**config.mk**
```make
export PLATFORM = sky130hd
export DESIGN_NAME = fc2_layer_controller_flat
export DESIGN_NICKNAME = d
export VERILOG_FILES = /design/src/rtl/fc2_layer_controller_if.sv /design/src/rtl/fc2_layer_controller.sv /design/src/flat_wrapper.sv
export SDC_FILE = /design/constraint.sdc
export NUM_CORES = 1
export LEC_CHECK = 0
export CAP_MARGIN = 20
export CORE_MARGIN = 5
export CORE_UTILIZATION = 39
export CTS_BUF_LIST = sky130_fd_sc_hd__clkbuf_2 sky130_fd_sc_hd__clkbuf_4 sky130_fd_sc_hd__clkbuf_8
export CTS_CLUSTER_SIZE = 16
export DETAILED_ROUTE_END_ITERATION = 8
export GPL_ROUTABILITY_DRIVEN = 0
export HOLD_SLACK_MARGIN = 0.03
export PLACE_DENSITY = 0.64
export SLEW_MARGIN = 15
export SYNTH_ARGS = -nofsm -noshare
export SYNTH_HDL_FRONTEND = slang
export SYNTH_SLANG_ARGS = --single-unit
```
**constraint.sdc**
```tcl
create_clock -name clk -period 2.1 [get_ports clk]
set_input_delay 0.63 -clock clk [delete_from_list [all_inputs] [get_ports clk]]
set_output_delay 0.63 -clock clk [all_outputs]
set_load 0.01 [all_outputs]
```
**src/rtl/fc2_layer_controller_if.sv**
```systemverilog
// Control bundle between the FC2 sequencer and the MAC / memory / output-FIFO datapath.
// The master modport is the sequencer side; the slave modport is the datapath or bench side.
interface fc2_layer_controller_if #(
    parameter int IFM_DEPTH       = 84,
    parameter int NUMBER_OF_WM    = 10,
    parameter int ADDRESS_BITS    = 15,
    parameter int ADDRESS_SIZE_WM = $clog2(IFM_DEPTH),
    parameter int NEURON_BITS     = $clog2(NUMBER_OF_WM)
);
    logic                       start;
    logic [ADDRESS_SIZE_WM-1:0] ifm_addr;
    logic [ADDRESS_BITS-1:0]    wm_addr;
    logic [NEURON_BITS-1:0]     neuron_idx;
    logic                       mac_enable;
    logic                       mac_clear;
    logic                       fifo_enable;
    logic                       busy;
    logic                       done;

    modport master (
        input  start,
        output ifm_addr, wm_addr, neuron_idx, mac_enable, mac_clear, fifo_enable, busy, done
    );

    modport slave (
        output start,
        input  ifm_addr, wm_addr, neuron_idx, mac_enable, mac_clear, fifo_enable, busy, done
    );
endinterface

```
**src/rtl/fc2_layer_controller.sv**
```systemverilog
// FC2 sequencer: 84 inputs x 10 neurons on one shared MAC; all outputs registered, one cycle behind the state.
// No backpressure: once started it runs a fixed schedule of 87 cycles per neuron, start is ignored until IDLE.
module fc2_layer_controller #(
    parameter int IFM_DEPTH       = 84,
    parameter int NUMBER_OF_WM    = 10,
    parameter int ADDRESS_BITS    = 15,
    parameter int ADDRESS_SIZE_WM = $clog2(IFM_DEPTH),
    parameter int NEURON_BITS     = $clog2(NUMBER_OF_WM),
    parameter int READ_LATENCY    = 1,
    parameter int MAC_LATENCY     = 1
) (
    input  logic                   clk,
    input  logic                   reset,
    fc2_layer_controller_if.master ctl
);

    localparam int DRAIN_CYCLES = READ_LATENCY + MAC_LATENCY;
    localparam int DRAIN_BITS   = (DRAIN_CYCLES > 1) ? $clog2(DRAIN_CYCLES) : 1;

    localparam logic [ADDRESS_SIZE_WM-1:0] I_LAST  = ADDRESS_SIZE_WM'(IFM_DEPTH - 1);
    localparam logic [ADDRESS_SIZE_WM-1:0] I_ONE   = ADDRESS_SIZE_WM'(1);
    localparam logic [NEURON_BITS-1:0]     N_LAST  = NEURON_BITS'(NUMBER_OF_WM - 1);
    localparam logic [NEURON_BITS-1:0]     N_ONE   = NEURON_BITS'(1);
    localparam logic [DRAIN_BITS-1:0]      D_LAST  = DRAIN_BITS'(DRAIN_CYCLES - 1);
    localparam logic [DRAIN_BITS-1:0]      D_ONE   = DRAIN_BITS'(1);
    localparam logic [ADDRESS_BITS-1:0]    WM_ONE  = ADDRESS_BITS'(1);

    // The flat weight address must reach NUMBER_OF_WM*IFM_DEPTH-1 without wrapping.
    generate
        if ((NUMBER_OF_WM * IFM_DEPTH - 1) >= (2 ** ADDRESS_BITS)) begin : g_wm_addr_too_narrow
            $error("ADDRESS_BITS too small for NUMBER_OF_WM*IFM_DEPTH weights");
        end
        if (READ_LATENCY < 1) begin : g_read_latency_invalid
            $error("READ_LATENCY must be at least 1");
        end
    endgenerate

    typedef enum logic [2:0] {
        IDLE,
        ACC,
        DRAIN,
        PUSH,
        DONE
    } state_t;

    state_t                      state, state_n;
    logic [ADDRESS_SIZE_WM-1:0]  i_q, i_n;
    logic [NEURON_BITS-1:0]      neuron_q, neuron_n;
    logic [DRAIN_BITS-1:0]       drain_q, drain_n;
    logic [ADDRESS_BITS-1:0]     wm_q, wm_n;
    logic                        addr_valid_q;
    logic [READ_LATENCY-1:0]     vld_sr;

    always_comb begin
        state_n  = state;
        i_n      = i_q;
        neuron_n = neuron_q;
        drain_n  = drain_q;
        wm_n     = wm_q;
        case (state)
            IDLE: begin
                if (ctl.start) begin
                    state_n  = ACC;
                    i_n      = '0;
                    neuron_n = '0;
                    wm_n     = '0;
                end
            end
            ACC: begin
                // Weight address runs contiguously across neurons, so a plain incrementer suffices.
                wm_n = wm_q + WM_ONE;
                if (i_q == I_LAST) begin
                    state_n = DRAIN;
                    drain_n = '0;
                end else begin
                    i_n = i_q + I_ONE;
                end
            end
            DRAIN: begin
                if (drain_q == D_LAST) begin
                    state_n = PUSH;
                end else begin
                    drain_n = drain_q + D_ONE;
                end
            end
            PUSH: begin
                if (neuron_q == N_LAST) begin
                    state_n = DONE;
                end else begin
                    state_n  = ACC;
                    neuron_n = neuron_q + N_ONE;
                    i_n      = '0;
                end
            end
            DONE: begin
                state_n = IDLE;
            end
            default: begin
                state_n = IDLE;
            end
        endcase
    end

    always_ff @(posedge clk) begin
        if (!reset) begin
            state           <= IDLE;
            i_q             <= '0;
            neuron_q        <= '0;
            drain_q         <= '0;
            wm_q            <= '0;
            addr_valid_q    <= 1'b0;
            vld_sr          <= '0;
            ctl.ifm_addr    <= '0;
            ctl.wm_addr     <= '0;
            ctl.neuron_idx  <= '0;
            ctl.mac_clear   <= 1'b0;
            ctl.fifo_enable <= 1'b0;
            ctl.busy        <= 1'b0;
            ctl.done        <= 1'b0;
        end else begin
            state    <= state_n;
            i_q      <= i_n;
            neuron_q <= neuron_n;
            drain_q  <= drain_n;
            wm_q     <= wm_n;

            addr_valid_q <= (state == ACC);
            vld_sr[0]    <= addr_valid_q;
            for (int k = 1; k < READ_LATENCY; k++) begin
                vld_sr[k] <= vld_sr[k-1];
            end

            ctl.ifm_addr    <= i_q;
            ctl.wm_addr     <= wm_q;
            ctl.neuron_idx  <= neuron_q;
            // Push and clear share a cycle: the FIFO samples the accumulator on the same edge it zeroes.
            ctl.fifo_enable <= (state == PUSH);
            ctl.mac_clear   <= (state == PUSH);
            ctl.busy        <= (state != IDLE);
            ctl.done        <= (state == DONE);
        end
    end

    assign ctl.mac_enable = vld_sr[READ_LATENCY-1];

endmodule

```
**src/flat_wrapper.sv**
```systemverilog
// flat-port wrapper written by rule: the top's interface ports become plain ports
module fc2_layer_controller_flat 
#(
    parameter int IFM_DEPTH       = 84,
    parameter int NUMBER_OF_WM    = 10,
    parameter int ADDRESS_BITS    = 15,
    parameter int ADDRESS_SIZE_WM = $clog2(IFM_DEPTH),
    parameter int NEURON_BITS     = $clog2(NUMBER_OF_WM),
    parameter int READ_LATENCY    = 1,
    parameter int MAC_LATENCY     = 1
)
  (clk, reset, ctl_start, ctl_ifm_addr, ctl_wm_addr, ctl_neuron_idx, ctl_mac_enable, ctl_mac_clear, ctl_fifo_enable, ctl_busy, ctl_done);
  fc2_layer_controller_if #(.IFM_DEPTH(IFM_DEPTH), .NUMBER_OF_WM(NUMBER_OF_WM), .ADDRESS_BITS(ADDRESS_BITS), .ADDRESS_SIZE_WM(ADDRESS_SIZE_WM), .NEURON_BITS(NEURON_BITS)) ctl_i ();
  input  logic clk;
  input  logic reset;
  input wire logic [$bits(ctl_i.start)-1:0] ctl_start;
  output wire logic [$bits(ctl_i.ifm_addr)-1:0] ctl_ifm_addr;
  output wire logic [$bits(ctl_i.wm_addr)-1:0] ctl_wm_addr;
  output wire logic [$bits(ctl_i.neuron_idx)-1:0] ctl_neuron_idx;
  output wire logic [$bits(ctl_i.mac_enable)-1:0] ctl_mac_enable;
  output wire logic [$bits(ctl_i.mac_clear)-1:0] ctl_mac_clear;
  output wire logic [$bits(ctl_i.fifo_enable)-1:0] ctl_fifo_enable;
  output wire logic [$bits(ctl_i.busy)-1:0] ctl_busy;
  output wire logic [$bits(ctl_i.done)-1:0] ctl_done;
  assign ctl_i.start = ctl_start;
  assign ctl_ifm_addr = ctl_i.ifm_addr;
  assign ctl_wm_addr = ctl_i.wm_addr;
  assign ctl_neuron_idx = ctl_i.neuron_idx;
  assign ctl_mac_enable = ctl_i.mac_enable;
  assign ctl_mac_clear = ctl_i.mac_clear;
  assign ctl_fifo_enable = ctl_i.fifo_enable;
  assign ctl_busy = ctl_i.busy;
  assign ctl_done = ctl_i.done;
  fc2_layer_controller #(.IFM_DEPTH(IFM_DEPTH), .NUMBER_OF_WM(NUMBER_OF_WM), .ADDRESS_BITS(ADDRESS_BITS), .ADDRESS_SIZE_WM(ADDRESS_SIZE_WM), .NEURON_BITS(NEURON_BITS), .READ_LATENCY(READ_LATENCY), .MAC_LATENCY(MAC_LATENCY)) u_core (.clk(clk), .reset(reset), .ctl(ctl_i));
endmodule
```
==> results of run 1 <==
## through the flow
| step | std cells | TNS, ns | hold WS (ns) | power, uW |
|---|---|---|---|---|
| after floorplan | 252 | 0 | 0.412 | 1270 |
| after global routing | 374 | 0 | 0.474 | 2260 |
| after global placement | 358 | -1.01 | 0.417 | 1320 |
| after CTS | 374 | 0 | 0.433 | 2190 |
| after detailed placement | 358 | -1.44 | 0.421 | 1320 |
| final | 374 | 0 | 0.432 | 2160 |
## worst max-delay path, stage by stage
cell             delay, ns
clkdlybuf4s50_1       0.48
or4b_1                0.53
buf_4                 0.22
nand2_1               0.07
a21oi_1               0.04
a41o_1                0.21
## final timing paths
check                                           to  slack, ns  cells after the start
setup / recovery      u_core.wm_q[13]$_SDFFE_PN0P_       0.16                      6
hold / removal    u_core.ctl.mac_enable$_SDFF_PN0_       0.43                      1
setup reg to reg      u_core.wm_q[11]$_SDFFE_PN0P_       0.29                      5
hold reg to reg   u_core.ctl.mac_enable$_SDFF_PN0_       0.43                      1
## registers in the layout, summed over array words and instances (netlist names), 3 cells and up
signal / count
u_core.ctl.neuron_idx: 4
u_core.ctl.wm_addr: 15
u_core.ctl.ifm_addr: 7
u_core.wm_q: 15
u_core.i_q: 7
u_core.neuron_q: 4
u_core.state: 3
## per-layer routing
metal	routed length (um)	global-route usage
met4	84	0.0673
met5	0	0
met2	2150	0.212
met1	2200	0.165
met3	268	0.0642
## cell families (layout without fill, tap and decap cells)
| family | Yosys count | after routing | share of synthesized area |
|---|---|---|---|
| compound gates | 46 | 46 | 0.128 |
| xor+xnor | 2 | 2 | 0.00729 |
| fa+ha+maj | 4 | 4 | 0.0208 |
| buf+inv | 24 | 71 | 0.0448 |
| flops | 61 | 61 | 0.508 |
| mux | 6 | 6 | 0.0250 |
| simple gates | 109 | 109 | 0.267 |
## area by class of cell
type | count | area, sq um
multi-input combinational | 167 | 1070
inverter | 9 | 33.8
fill | 572 | 2930
sequential | 61 | 1220
tap | 75 | 93.8
clock inverter | 6 | 30.0
timing repair buffer | 46 | 440
clock buffer | 10 | 131
## power by group through the flow
stage	combinational (uW)	clock, uW	sequential, uW
floorplan	67.8	0	1200
global placement	116	0	1200
detailed placement	117	0	1200
CTS	118	902	1170
global route	131	957	1170
finish	117	864	1170
## layout by cell type, fill, tap and decap left out, drive strengths merged, types with 2 or more instances in the layout
cell type / instances
o21a: 2
a31oi: 5
or4: 2
and2: 27
nor2b: 4
a21oi: 5
nand2: 24
o31ai: 2
nand4b: 2
mux2i: 6
o211ai: 2
nor2: 9
buf: 13
inv: 9
clkdlybuf4s50: 33
clkbuf: 10
xor2: 2
a41o: 2
nand4: 3
nor4b: 2
dfxtp: 61
o21ai: 13
a21boi: 7
a211oi: 2
ha: 4
nor3b: 2
o311ai: 2
nor3: 4
nand3: 12
clkinv: 6
nand2b: 5
nand3b: 2
nor4: 4
==> reports/qor.yml, run 1 <==
clock_sinks: 61
nNetsFinal: 301
setup_viol: 0
h-tree-depth: 3
grt_usage: 0.139
area_growth_pct: 25.9
pin_count: 34
synthFlopType: "dfxtp_1"
mappedNetlistArea_sq_um: 2400
synth_top_area_share: 0.508
grt_pass1_wl_um: 8370
p_leak_uw: 0.00119
initial_core_util: 0.404
post-route-min-period_ns: 1.94
yosysSeqAreaShare: 0.508
irDropWorstVdd_mv: 0.460
wire_per_inst_um: 12.6
skew_ns: 0.00388
die_w_um: 88.5
synth_area_per_cell_sq_um: 9.54
utilization: 0.508
worst_slack_ns: 0.157
drt_first_pass_iters: 4
yosys-top-cells-area: "dfxtp_1 (51%), and2_1 (7.0%), nand2_1 (3.7%)"
n_antenna_cell: 0
row_count: 28
grt_pass1_vias: 1828
combPwrFrac: 0.054
cts_resized: 0
status: "completed"
hpwlAfterDp_um: 3100
drt_iter0_drc: 99
hold_buffers: 0
async_flop_share: 0
synth_cells: 252
place_area_sq_um: 2860
drive_above_1_share: 0.107
drc: 0
vias: 1883
startpoint: "ctl_start"
power_per_cell_area_nw_per_um2: 712
antenna_found_initial: 0
critical_path_class: "in -> reg"
yosysTopAreaCell: "dfxtp_1"
via_per_inst: 5.03
sw_frac_of_total: 0.236
arrival_ns: 2.17
finalInstanceArea_sq_um: 3030
fin_crit_sh: 0.925
synth_commonest_cells: "dfxtp_1 (61), and2_1 (27), nand2_1 (24)"
worst_r2r_startpoint: "u_core.state[1]$_SDFFE_PN0P_"
finalHoldViolations: 0
cts_root_buf: "clkbuf_8"
p_clk_frac: 0.401
switching_power_uw: 508
clkTransAtPathRegs_ns: 0.07
cp_max_fo: 10
coreArea_sq_um: 5960
grt.overflow.total: 0
startpoint_type: "primary input"
post-cts-setup-buffers: 0
ant_nets: 0
worst_hold_path_type: "reg -> reg"
yosysWarnings: 0
grt_max_degree: 44
drt-total-wl_um: 4700
drv_slew: 0
tightest_slew_ns: 0.429
numCtsBuffers: 9
hold_path.startpoint: "u_core.addr_valid_q$_SDFF_PN0_"
yosysUniqueCellTypes: 47
synth_nets: 259
end_kind: "flop"
ys_ff_latch: 61
fmax_mhz: 515
required_ns: 2.33
clk_latency_ns: 0.33
cts_tree: "yes"
relSlewSlack: 0.713
dieHeight_um: 88.5
clock_path_buffers: 2
share_seq_of_total_power: 0.545
io_buffers: 33
preCtsSetupSlack_ns: -0.190
power.internal_uw: 1650
dieArea_sq_um: 7830
cap_violations: 0
synthMostInstantiatedCell: "dfxtp_1"
rsz0062_at_grt: "no"
synth_edf_count: 0
No activity file was read; power rests on OpenSTA's default activity.
==> inputs of run 2 (changes only) <==
--- a/config.mk
+++ b/config.mk
@@ -12,6 +12,7 @@
 export CTS_CLUSTER_SIZE = 16
 export DETAILED_ROUTE_END_ITERATION = 8
 export GPL_ROUTABILITY_DRIVEN = 0
+export GPL_TIMING_DRIVEN = 1
 export HOLD_SLACK_MARGIN = 0.03
 export PLACE_DENSITY = 0.64
 export SLEW_MARGIN = 15
==> results of run 2 <==
The final DEF is identical to that of run 1; final timing and power are the same.
==> inputs of run 3 (changes only) <==
--- a/config.mk
+++ b/config.mk
@@ -7,14 +7,14 @@
 export LEC_CHECK = 0
 export CAP_MARGIN = 20
 export CORE_MARGIN = 5
-export CORE_UTILIZATION = 39
+export CORE_UTILIZATION = 40
 export CTS_BUF_LIST = sky130_fd_sc_hd__clkbuf_2 sky130_fd_sc_hd__clkbuf_4 sky130_fd_sc_hd__clkbuf_8
 export CTS_CLUSTER_SIZE = 16
 export DETAILED_ROUTE_END_ITERATION = 8
 export GPL_ROUTABILITY_DRIVEN = 0
 export GPL_TIMING_DRIVEN = 1
 export HOLD_SLACK_MARGIN = 0.03
-export PLACE_DENSITY = 0.64
+export PLACE_DENSITY = 0.66
 export SLEW_MARGIN = 15
 export SYNTH_ARGS = -nofsm -noshare
 export SYNTH_HDL_FRONTEND = slang
==> run 3 against run 2 <==
  * Clock power increased by 11%
  * Clock skew increased by 0.0013 ns
  * Sequential cell count did not move
  * First-iteration DRC count down 3.0%
  * Cell area grew 0.37%
  * Count of clock-buffer cells in the layout increased by 4
  * Combinational power fell by 4%
  * Maximum frequency rose by 1.7%
  * Critical path depth unchanged
  * Hold slack better by 0.0047 ns
  * Register-to-register slack gained 0.03 ns
==> reports/qor.yml, run 3 (synthesized netlist as in run 1, its figures left out) <==
p_clk_frac: 0.427  # +0.026
status: "completed"
drv_slew: 0  # unchanged
dieArea_sq_um: 7660  # -2.2%
cap_violations: 0  # unchanged
totalNegativeSetupSlack_ns: 0  # unchanged
cts_resized: 0  # unchanged
cts_tree: "yes"
share_seq_of_total_power: 0.523  # -0.022
p_leak_uw: 0.00119  # +0.15%
numCtsBuffers: 9  # unchanged
hpwlAfterDp_um: 3230  # +4.1%
drt_first_pass_iters: 5  # +1
clock_path_buffers: 2  # unchanged
tightest_slew_ns: 0.480  # +0.0503 ns
startpoint_type: "primary input"
clkTransAtPathRegs_ns: 0.06  # about the same
relSlewSlack: 0.680  # -0.0327
stdcell_count: 373  # -0.27%
antenna_found_initial: 0  # unchanged
worst-r2r-cell-count: 4  # -1
irDropWorstVdd_mv: 0.328  # -29%
arrival_ns: 2.14  # -0.03 ns
r2r_slack_ns: 0.32  # +0.03 ns
cp_max_fo: 11  # +1
finalHoldViolations: 0  # unchanged
grt_pass1_vias: 1787  # -2.2%
rsz0062_at_grt: "no"
die_w_um: 87.5  # -1.1%
skew_ns: 0.00517  # +0.00129 ns
setup_viol: 0  # unchanged
startpoint: "ctl_start"
drt-total-wl_um: 4660  # -0.92%
coreArea_sq_um: 5890  # -1.2%
wire_per_inst_um: 12.5  # -0.65%
row_count: 28  # unchanged
post-cts-setup-buffers: 0  # unchanged
cts_root_buf: "clkbuf_8"
ant_nets: 0  # unchanged
drc: 0  # unchanged
layout_common_cells: "dfxtp_1 (61), clkdlybuf4s50_1 (33), and2_1 (27), nand2_1 (24), buf_4 (13)"
worst_r2r_startpoint: "u_core.state[1]$_SDFFE_PN0P_"
clock_sinks: 61  # unchanged
worst_hold_path_type: "reg -> reg"
nNetsFinal: 301  # unchanged
reg_top3: "u_core.ctl.wm_addr (15), u_core.wm_q (15)"
post-route-min-period_ns: 1.91  # -0.0321 ns
crit_path_end: "u_core.wm_q[8]$_SDFFE_PN0P_"
dp.cells: 358  # unchanged
grt_max_degree: 28  # -36%
drt_iter0_drc: 96  # -3.0%
fmax_mhz: 523  # +1.7%
required_ns: 2.33  # about the same
final_common_cell: "dfxtp_1"
vias: 1862  # -1.1%
grt_pass1_wl_um: 8060  # -3.7%
critical_path_class: "in -> reg"
power.internal_uw: 1760  # +6.8%
end_kind: "flop"
initial_core_util: 0.408  # +0.00480
clk_latency_ns: 0.34  # about the same
h-tree-depth: 3  # unchanged
worstReg2RegEnd: "u_core.wm_q[11]$_SDFFE_PN0P_"
power_per_cell_area_nw_per_um2: 739  # +3.7%
grt.overflow.total: 0  # unchanged
combPwrFrac: 0.050  # -0.004
via_per_inst: 4.99  # -0.85%
n_antenna_cell: 0  # unchanged
hold_buffers: 0  # unchanged
fillers: 536  # -6.3%
io_buffers: 33  # unchanged
fin_crit_sh: 0.910  # -0.0153
drive_above_1_share: 0.104  # -0.00300
grt_usage: 0.137  # -0.00158
area_growth_pct: 26.3
sw_frac_of_total: 0.216  # -0.0199
pin_count: 34  # unchanged
dieHeight_um: 87.5  # -1.1%
switching_power_uw: 484  # -4.7%
==> run 3: stage by stage <==
stage / hold WS (ns) / power (uW) / util / setup slack, ns / area, sq um
final: 0.437 / 2240 / 0.516 / 0.189 / 3040
after global routing: 0.465 / 2350 / 0.516 / 0.130 / 3040
after CTS: 0.440 / 2280 / 0.516 / 0.199 / 3040
after detailed placement: 0.426 / 1310 / 0.484 / -0.162 / 2850
after global placement: 0.418 / 1310 / 0.484 / -0.155 / 2850
after floorplan: 0.412 / 1270 / - / 0.346 / 2400
==> run 3: how the worst min path moves through the flow <==
stage               cells after the start  slack, ns                          endpoint                      startpoint
floorplan                               1       0.41  u_core.ctl.mac_enable$_SDFF_PN0_  u_core.addr_valid_q$_SDFF_PN0_
global placement                        1       0.42  u_core.ctl.mac_enable$_SDFF_PN0_  u_core.addr_valid_q$_SDFF_PN0_
detailed placement                      1       0.43  u_core.ctl.mac_enable$_SDFF_PN0_  u_core.addr_valid_q$_SDFF_PN0_
CTS                                     1       0.44  u_core.ctl.mac_enable$_SDFF_PN0_  u_core.addr_valid_q$_SDFF_PN0_
global route                            1       0.47  u_core.ctl.mac_enable$_SDFF_PN0_  u_core.addr_valid_q$_SDFF_PN0_
finish                                  1       0.44  u_core.ctl.mac_enable$_SDFF_PN0_  u_core.addr_valid_q$_SDFF_PN0_
==> run 3: worst max-delay path: stages <==
cell	delay [ns]
clkdlybuf4s50_1	0.47
or4b_1	0.49
buf_4	0.21
nand2_1	0.08
a21boi_0	0.09
o21a_1	0.17
==> run 3: routing by layer <==
layer / track usage / vias to the layer above / share of wire
li1: - / 966 / -
met2: 0.206 / 41 / 0.46
met5: 0 / - / 0
met4: 0.0976 / 0 / 0.026
met3: 0.0445 / 12 / 0.047
met1: 0.164 / 843 / 0.47
==> run 3: cell type report <==
cell class                      count  area, sq um  area share
Clock buffer                       14          180      0.0593
Clock inverter                      1         5.00     0.00165
Inverter                            9         33.8      0.0111
Multi-Input combinational cell    167         1070       0.354
Sequential cell                    61         1220       0.402
Tap cell                           75         93.8      0.0309
Timing Repair Buffer               46          428       0.141
==> run 3: power groups by stage <==
stage,clock network [uW],registers (uW),logic [uW]
3_3_place_gp,0,1200,112
2_1_floorplan,0,1200,67.8
5_1_grt,1050,1180,126
4_1_cts,990,1170,114
3_5_place_dp,0,1200,113
6_report,958,1170,112
